### config.mk
export PLATFORM = sky130hd
export DESIGN_NAME = fetch_decode_stage
export DESIGN_NICKNAME = d
export VERILOG_FILES = /design/src/rtl/fetch_decode_stage.sv
export SDC_FILE = /design/constraint.sdc
export NUM_CORES = 1
export LEC_CHECK = 0
export CORE_MARGIN = 8
export CORE_UTILIZATION = 40
export CTS_CLUSTER_SIZE = 30
export DETAILED_ROUTE_END_ITERATION = 6
export PLACE_DENSITY = 0.74
export SLEW_MARGIN = 20
export SYNTH_ARGS = -nofsm -noshare
export SYNTH_HDL_FRONTEND = slang
export SYNTH_SLANG_ARGS = --single-unit
### constraint.sdc
create_clock -name clk -period 2.1 [get_ports clk]
set_input_delay 0.42 -clock clk [delete_from_list [all_inputs] [get_ports clk]]
set_output_delay 0.42 -clock clk [all_outputs]
set_load 0.05 [all_outputs]
### src/rtl/fetch_decode_stage.sv
// Fetch stage of the 5-stage RV32I pipeline: program counter, PC+4 adder and the
// IF/ID pipeline register feeding decode.
module fetch_decode_stage #(
  parameter int               WIDTH     = 32,
  parameter logic [WIDTH-1:0] RESET_PC  = '0,
  parameter logic [31:0]      NOP_INSTR = 32'h0000_0013
) (
  input  logic             clk,
  input  logic             rst_n,
  input  logic             StallF,
  input  logic             StallD,
  input  logic             FlushD,
  input  logic             PCSrcE,
  input  logic [WIDTH-1:0] PCTargetE,
  output logic [WIDTH-1:0] PCF,
  input  logic [31:0]      InstrF,
  output logic [31:0]      InstrD,
  output logic [WIDTH-1:0] PCD,
  output logic [WIDTH-1:0] PCPlus4D,
  output logic             ValidD
);

  localparam logic [WIDTH-1:0] PC_STEP = WIDTH'(4);

  logic [WIDTH-1:0] PCPlus4F;
  logic [WIDTH-1:0] PCNext;

  // Wraps silently at the top of the address space.
  assign PCPlus4F = PCF + PC_STEP;

  // A resolved redirect wins over a fetch stall; the target is word-aligned by
  // dropping its low bits rather than trapping.
  always_comb begin
    PCNext = PCPlus4F;
    if (PCSrcE) begin
      PCNext = {PCTargetE[WIDTH-1:2], 2'b00};
    end else if (StallF) begin
      PCNext = PCF;
    end
  end

  always_ff @(posedge clk or negedge rst_n) begin
    if (!rst_n) begin
      PCF <= RESET_PC;
    end else begin
      PCF <= PCNext;
    end
  end

  // Flush wins over stall so a squashed slot can never be held as valid.
  always_ff @(posedge clk or negedge rst_n) begin
    if (!rst_n) begin
      InstrD   <= NOP_INSTR;
      PCD      <= '0;
      PCPlus4D <= '0;
      ValidD   <= 1'b0;
    end else if (FlushD) begin
      InstrD   <= NOP_INSTR;
      PCD      <= '0;
      PCPlus4D <= '0;
      ValidD   <= 1'b0;
    end else if (!StallD) begin
      InstrD   <= InstrF;
      PCD      <= PCF;
      PCPlus4D <= PCPlus4F;
      ValidD   <= 1'b1;
    end
  end

endmodule

## After elaboration in Yosys (flattened, before gate mapping)

Index checks and enable logic that the tools add are counted.

- Bits in registers: 129
- Input port bits: 70
- Logic and storage cells: 18

- $add $sub $neg: 1
- Eq/ne operators: 2
- Muxes and demuxes: 10

Operators with widths:

| operator | count |
|---|---|
| two-way mux 32 bit | 8 |
| adder 32 x 3 -> 32 bit, second input constant | 1 |
| != test 2 x 1 -> 1 bit, second input constant | 2 |
| two-way mux 1 bit | 2 |

## Longest topological paths before layout

Gate-level depths: netlist (run 1).

- Depth after elaboration: 3
- Depth in mapped cells: 8
- Depth with buffers taken out: 5

## Worst setup path after synthesis (run 1)

OpenSTA, ideal clock, no wires.

- Path type: register -> register
- Start: register PCF[2]
- End: register PCPlus4D[26]
- Setup time: 0.099 ns
- Data arrival time: 2.553 ns
- Required time: 2.001 ns
- Setup slack: -0.553 ns
- Cell stages (with the launch flop): 8
- Path through: dfrtp_1 > ha_1 > nand4_1 > clkbuf_1 > or2_2 > clkbuf_1 > or4_1 > a311oi_1

- Cells in the longest elaborated chain, start to end: 3

RTL lines:

| what | line | source |
|---|---|---|
| start: declaration | 15 | `output logic [WIDTH-1:0] PCF,` |
| start signal: assignment | 46 | `PCF <= PCNext;` |
| adder 32 x 3 -> 32 bit | 29 | `assign PCPlus4F = PCF + PC_STEP;` |
| two-way mux 32 bit | 62 | `end else if (!StallD) begin` |
| two-way mux 32 bit | 57 | `end else if (FlushD) begin` |
| end signal: assignment | 65 | `PCPlus4D <= PCPlus4F;` |
| end: declaration | 19 | `output logic [WIDTH-1:0] PCPlus4D,` |

No other way between the ends. The select of a mux whose other input is x is not followed.
A chain may end at the register's enable or synchronous reset.

## Final worst setup path (run 1)

- Start: register PCF[2]
- End: register PCPlus4D[22]

The elaborated chain is that of the path after synthesis.

==> key figures, run 1 <==
Hold path
  • Worst min path class: in -> async

Floorplan
  • Starting Density: 41.1%
  • Core Region: 14600 µm²
  • Total die area: 19200 µm²
  • Die height: 138 µm
  • Row count: 44
  • # IOs: 199
  • Die width: 138 µm

Route
  • Total routed wirelength: 19200 µm
  • DR pass1 iterations: 4
  • Via density per instance: 5.43
  • Number of nets with antenna violations after routing: 0
  • Initial DRC Count: 326
  • Post-DR wirelength/cell: 19.0 µm
  • DRC violations left: 0
  • Vias: 5506

Layout
  • Synth-to-layout area growth: 53.5%
  • Most common cell after layout, fill and taps aside: clkdlybuf4s50_1
  • Final instance area: 9210 µm²
  • Finished Layout Cells: 1014
  • FF/Latch Area: 3140 µm²
  • Layout cell share with drive strength beyond 1: 19.5%
  • Fillers: 1156
  • Most frequent cells in the layout: clkdlybuf4s50_1 (151), nor2_1 (110), dfrtp_1 (97), buf_4 (76), mux2i_1 (60)
  • ANT cells: 0
  • Multi-input gate area: 2750 µm²
  • Final Net Count: 888

Timing
  • Setup Viol. Count Final: 0
  • Slew Limit Fails: 0
  • Tmin final: 2080 ps
  • Worst slew pin tran: 638 ps
  • RSZ-0062 raised after global routing: true
  • Final setup margin: 15.3 ps
  • Final count of hold timing violations: 0
  • Clk_skew: 9.10 ps
  • Fmax: 480 MHz
  • Tcrit/Tclk final: 99.3%
  • Slew HR: 57.5%

Clocking
  • CTS Buf Count: 17
  • Skew-Pair Late Insertion Delay: 420 ps
  • H-tree levels: 4
  • Clock-pin slew on the worst setup and hold paths: 60 ps
  • CTS tree: yes
  • Max Root-Sink Buffers: 2
  • Root Buffer: clkbuf_16
  • Clk sink count: 124

Logic synthesis
  • Synth area leaders: dfrtp_1 (50%), mux2i_1 (10%), nor2_1 (6.9%), xnor2_1 (3.4%), or4_1 (2.9%)
  • Compound-Gate Fraction of Synth Area: 10.9%
  • Yosys Warn Count: 0
  • Yosys reg bits: 124
  • Post-Syn Area: 6000 µm²
  • Cells after Synth: 601
  • Largest family of logic cells by synthesized area: simple AND/OR/NAND/NOR gates
  • Yosys top cell by area: dfrtp_1
  • Unique masters post-synth: 42
  • Top-area cell type share of the netlist area: 50.5%
  • Synth Area in Adders: 0.209%
  • Multiplexer share of the synthesized area: 10.0%
  • Sequential-to-total area share from yosys stat: 51.8%
  • XOR/XNOR share of the synthesized area: 3.79%
  • Syn Area/Cell: 9.98 µm²
  • Post-Synth Simple-Gate Area: 18.6%

Global routing
  • GR Overflow Total: 0
  • Gr busiest metal: met2
  • Initial antenna violation count: 0
  • Number of global-route vias before repair: 5768
  • Largest net degree at the start of global routing: 47
  • GRT met1 Usage: 24.4%
  • M3 GR Usage: 5.38%
  • Met2 usage: 32.3%
  • Global-route wire length before repair: 31100 µm
  • GRT Overall Usage: 19.9%

Worst setup path
  • Crit end category: flop
  • FF-to-FF setup slack: 20 ps
  • CP required: 2420 ps
  • Crit path DAT: 2400 ps
  • Startpoint Class: flop
  • CP max FO: 9
  • Crit Path Class: reg -> reg

Placement
  • Placed insts: 979
  • Hpwl dp: 14000 µm
  • IO Port Bufs: 194
  • Global placer's final weighted congestion: 0.830
  • Placed cell area: 8450 µm²
  • Dpl ws: -157 ps

Flow run
  • Max-capacitance violation count: 0

Outcome
  • Status: finished, final reports clean

Power and ir drop
  • Cell Pwr Density: 849 nW/µm²
  • VDD IR max: 0.517 mV
  • Pleak: 3.96 nW
## state kept, by name (all words and copies together) (netlist names)
register  cells
ValidD        1
PCPlus4D     30
PCF          30
PCD          31
InstrD       32
## metal layers
layer  routed length (µm)  vias to the layer above
li1                     -                     2576
met1                 8150                     2710
met2                 9400                      182
met3                 1210                       38
met4                  478                        0
met5                    0                        -
## path summary, 6_finish.rpt
| kind | startpoint | end | cells past startpoint |
|---|---|---|---|
| setup / recovery | PCF[2] | PCPlus4D[22] | 6 |
| hold / removal | rst_n | PCD[30] | 1 |
| setup reg to reg | PCF[2] | PCPlus4D[22] | 6 |
| hold reg to reg | ValidD | ValidD | 2 |
| max in group asynchronous | rst_n | InstrD[1] | 2 |
| min in group clk | FlushD | PCD[18] | 2 |
## where the power goes
part | internal, mW | switching [mW] | leakage (nW)
combinational | 0.682 | 1.20 | 2.09
clock | 2.20 | 1.02 | 0.315
sequential | 2.58 | 0.141 | 1.55
## synth_stat cells
library cell  instances
dfrtp_1             121
nor2_1              110
mux2i_1              60
clkbuf_1             42
nand2_1              27
o21ai_0              23
or4_1                23
xnor2_1              23
o31ai_1              20
a31oi_1              16
a311oi_1             13
a211oi_1             12
nand3_1              12
or3_1                11
inv_1                 9
nor3_1                9
buf_2                 7
nand4_1               7
nor4_1                7
a21oi_1               5
and3_1                5
buf_4                 5
nor2b_1               5
a211o_1               3
and4_1                3
dfstp_2               3
xor2_1                3
nand4b_1              2
o31a_1                2
a221oi_1              1
and3b_1               1
buf_1                 1
clkbuf_2              1
clkinv_1              1
conb_1                1
ha_1                  1
nand2b_1              1
nand4_4               1
o41ai_1               1
or2_2                 1
or4b_1                1
or4b_2                1
## layout make-up
class	count	area share [%]
flip-flops and latches	124	34.1
multi-input cells	412	29.8
repair buffers	252	26.2
clock buffers	25	5.27
well taps	184	2.50
clock inverters	7	1.74
inverters	10	0.407
## critical path, cell delays in order, from the launching register on
cell and delay [ps]:
dfrtp_4 420, ha_4 130, nand4_1 160, or4_4 480, buf_4 180, or3_1 330, a311oi_1 270
## repair_timing
item | CTS | global route
buffers inserted | 0 | 2
cloned | 0 | 1
hold buffers | 0 | 0
endpoints found under the setup margin | 23 | 17
resized for setup | 13 | 18
pin swaps | 2 | 7
## stage by stage
stage | setup TNS (ps) | hold WS, ps | util, % | power, mW
after CTS | 0 | 39.5 | 62.3 | 7.87
after detailed placement | -987 | 482 | 57.9 | 4.65
after global routing | -243 | 58.6 | 63.1 | 8.12
final | 0 | 30.3 | 63.1 | 7.82
after global placement | -565 | 478 | 57.9 | 4.61
after floorplan | -757 | 124 | - | 3.89
## kinds of logic (layout without fill, tap and decap cells)
| kind of cell | count (synthesis) | count (layout) |
|---|---|---|
| other | 1 | 2 |
| buffers and inverters | 66 | 294 |
| multiplexers | 60 | 60 |
| flip-flops | 124 | 124 |
| XOR/XNOR | 26 | 26 |
| AO/OA/AOI/OAI | 96 | 96 |
| AND/OR/NAND/NOR | 227 | 227 |
| adder cells (fa/ha/maj) | 1 | 1 |
Note: power is estimated with default switching activity, not from simulation.
==> inputs of run 2 (changes only) <==
--- a/config.mk
+++ b/config.mk
@@ -5,11 +5,12 @@
 export SDC_FILE = /design/constraint.sdc
 export NUM_CORES = 1
 export LEC_CHECK = 0
+export ABC_AREA = 1
 export CORE_MARGIN = 8
 export CORE_UTILIZATION = 40
 export CTS_CLUSTER_SIZE = 30
 export DETAILED_ROUTE_END_ITERATION = 6
-export PLACE_DENSITY = 0.74
+export PLACE_DENSITY = 0.75
 export SLEW_MARGIN = 20
 export SYNTH_ARGS = -nofsm -noshare
 export SYNTH_HDL_FRONTEND = slang
==> key figures, run 2 <==
Timing
  • Fmax: 487 MHz
  • Setup Viol. Count Final: 0
  • Final count of hold timing violations: 0
  • Tcrit/Tclk final: 97.7%
  • Tmin final: 2050 ps
  • Worst slew pin tran: 577 ps
  • Slew HR: 61.4%
  • Slew Limit Fails: 0
  • Clk_skew: 7.39 ps

Floorplan
  • Die width: 135 µm
  • # IOs: 199
  • Die height: 135 µm
  • Row count: 43
  • Total die area: 18200 µm²
  • Core Region: 13900 µm²
  • Starting Density: 40.8%

Global routing
  • Largest net degree at the start of global routing: 61
  • GRT Overall Usage: 20.2%
  • Initial antenna violation count: 1
  • GR Overflow Total: 0
  • Number of global-route vias before repair: 5240
  • Global-route wire length before repair: 28700 µm

Logic synthesis
  • Count leader, synth: nand2_1
  • EDFF count, synth: 0
  • Asr flop ratio synth: 100%
  • Synth area leaders: dfrtp_1 (53%), nand2_1 (15%), o21ai_0 (5.7%), a22o_1 (4.5%), inv_1 (4.2%)
  • Syn Area/Cell: 8.62 µm²
  • Yosys Warn Count: 0
  • Post-Syn Area: 5670 µm²
  • Post-synth top cells: nand2_1 (233), dfrtp_1 (121), o21ai_0 (65)
  • Unique masters post-synth: 28
  • Post-synth top flop: dfrtp_1
  • Cells after Synth: 657
  • Yosys reg bits: 124
  • Sequential-to-total area share from yosys stat: 54.8%
  • Yosys top cell by area: dfrtp_1
  • Top-area cell type share of the netlist area: 53.4%

Layout
  • Finished Layout Cells: 1054
  • Final Net Count: 931
  • Max FFs per register: 32
  • Most frequent cells in the layout: nand2_1 (233), clkdlybuf4s50_1 (160), dfrtp_1 (121), o21ai_0 (65), inv_1 (63)
  • Fillers: 1204
  • Final instance area: 8450 µm²
  • Most common cell after layout, fill and taps aside: nand2_1
  • Layout cell share with drive strength beyond 1: 10.5%
  • Register with the most flip-flops: InstrD
  • Largest regs: InstrD x32, PCD x31
  • Synth-to-layout area growth: 49.1%

Flow run
  • Max-capacitance violation count: 0

Route
  • DR pass1 iterations: 5
  • DRC violations left: 0
  • Total routed wirelength: 17900 µm
  • Number of nets with antenna violations after routing: 0
  • Post-DR wirelength/cell: 17.0 µm
  • Vias: 5125
  • Initial DRC Count: 227
  • Via density per instance: 4.86

Clocking
  • Clk sink count: 124
  • Max Root-Sink Buffers: 2
  • Clock-pin slew on the worst setup and hold paths: 50 ps
  • CTS tree: yes
  • Skew-Pair Late Insertion Delay: 420 ps
  • Root Buffer: clkbuf_16
  • H-tree levels: 4
  • CTS Buf Count: 17

Worst setup path
  • Crit end category: output pin
  • Crit Path Class: reg -> out
  • CP top delay family: buffers and inverters
  • Slowest-stage cell, CP: clkdlybuf4s50_1
  • Crit path DAT: 1630 ps
  • CP bufs+invs: 1
  • Startpoint Class: flop
  • CP max FO: 5
  • Critical path, cell by cell: clkdlybuf4s50_1
  • CP required: 1680 ps
  • Crit-path max cell delay: 830 ps
  • FF-to-FF setup slack: 450 ps

Power and ir drop
  • Pleak: 4.03 nW
  • Cell Pwr Density: 858 nW/µm²
  • Total power: 7.25 mW
  • VDD IR max: 0.557 mV

Outcome
  • Status: finished, final reports clean

Placement
  • Hpwl dp: 13300 µm
  • Global placer's final weighted congestion: 0.854
  • Placed insts: 1020
  • IO Port Bufs: 194
  • Placed cell area: 7860 µm²

Hold path
  • Worst min path class: reg -> reg
run 2: changes by cell type in the layout (fill, tap and decap cells not counted), moves of 23 or more:
| cell | delta |
|---|---|
| o21ai_0 | +42 |
| nand2_1 | +206 |
| mux2i_1 | -60 |
| inv_1 | +54 |
| buf_4 | -44 |
| nor2_1 | -77 |
| dfrtp_1 | +24 |
| dfrtp_2 | -23 |
| a22o_1 | +29 |
run 2: tightest hold or removal path, stage by stage, from the launching register on:
cell	delay (ps)
dfrtp_1	340
nand2_1	50
nand2_1	50
run 2: cell families after synthesis:
logic type	synth area share, %
simple gates	23.0
flops	54.8
compound gates	12.3
buf+inv	6.87
xor+xnor	2.69
fa+ha+maj	0.221
other cells	0.0662
run 2: through the flow:
stage,hold slack [ps],setup slack [ps],setup TNS [ps],utilization (%)
global route,490,-9.68,-17.7,60.9
global placement,394,283,0,56.7
finish,475,48.6,0,60.9
detailed placement,400,277,0,56.7
CTS,480,21.7,0,60.8
floorplan,124,281,0,-
run 2: where the power goes:
group,internal [mW],leakage [nW],switching [mW]
Clock,1.80,0.283,1.05
Combinational,0.554,2.13,1.12
Sequential,2.57,1.62,0.156
Total,4.92,4.03,2.33
run 2: what timing repair did:
item / CTS / global route
setup buffers: 0 / 0
setup endpoints to repair: 12 / 6
resized for setup: 12 / 4
hold buffers: 1 / 0
endpoints found under the hold margin: 26 / 0
run 2: final cells by class:
cell class	instances	area, µm²	area share (%)
diodes	1	2.50	0.0296
multi-input cells	438	2190	25.9
well taps	180	225	2.67
clock inverters	11	118	1.39
flip-flops and latches	124	3110	36.8
inverters	65	244	2.89
repair buffers	214	2110	24.9
clock buffers	21	460	5.45
run 2: final timing paths:
path	start	to	cells past startpoint
setup / recovery	PCD[1]	PCD[1]	1
hold / removal	PCPlus4D[13]	PCPlus4D[13]	2
setup reg to reg	PCF[2]	PCPlus4D[28]	10
hold reg to reg	PCPlus4D[13]	PCPlus4D[13]	2
max in group asynchronous	rst_n	InstrD[11]	3
min in group asynchronous	rst_n	PCPlus4D[2]	2
run 2: metal layers:
metal	track usage, %	wire (µm)	vias up
met5	0	0	-
met4	7.65	224	0
met3	6.39	1510	14
met2	32.4	8470	190
met1	24.9	7690	2426
li1	-	-	2495
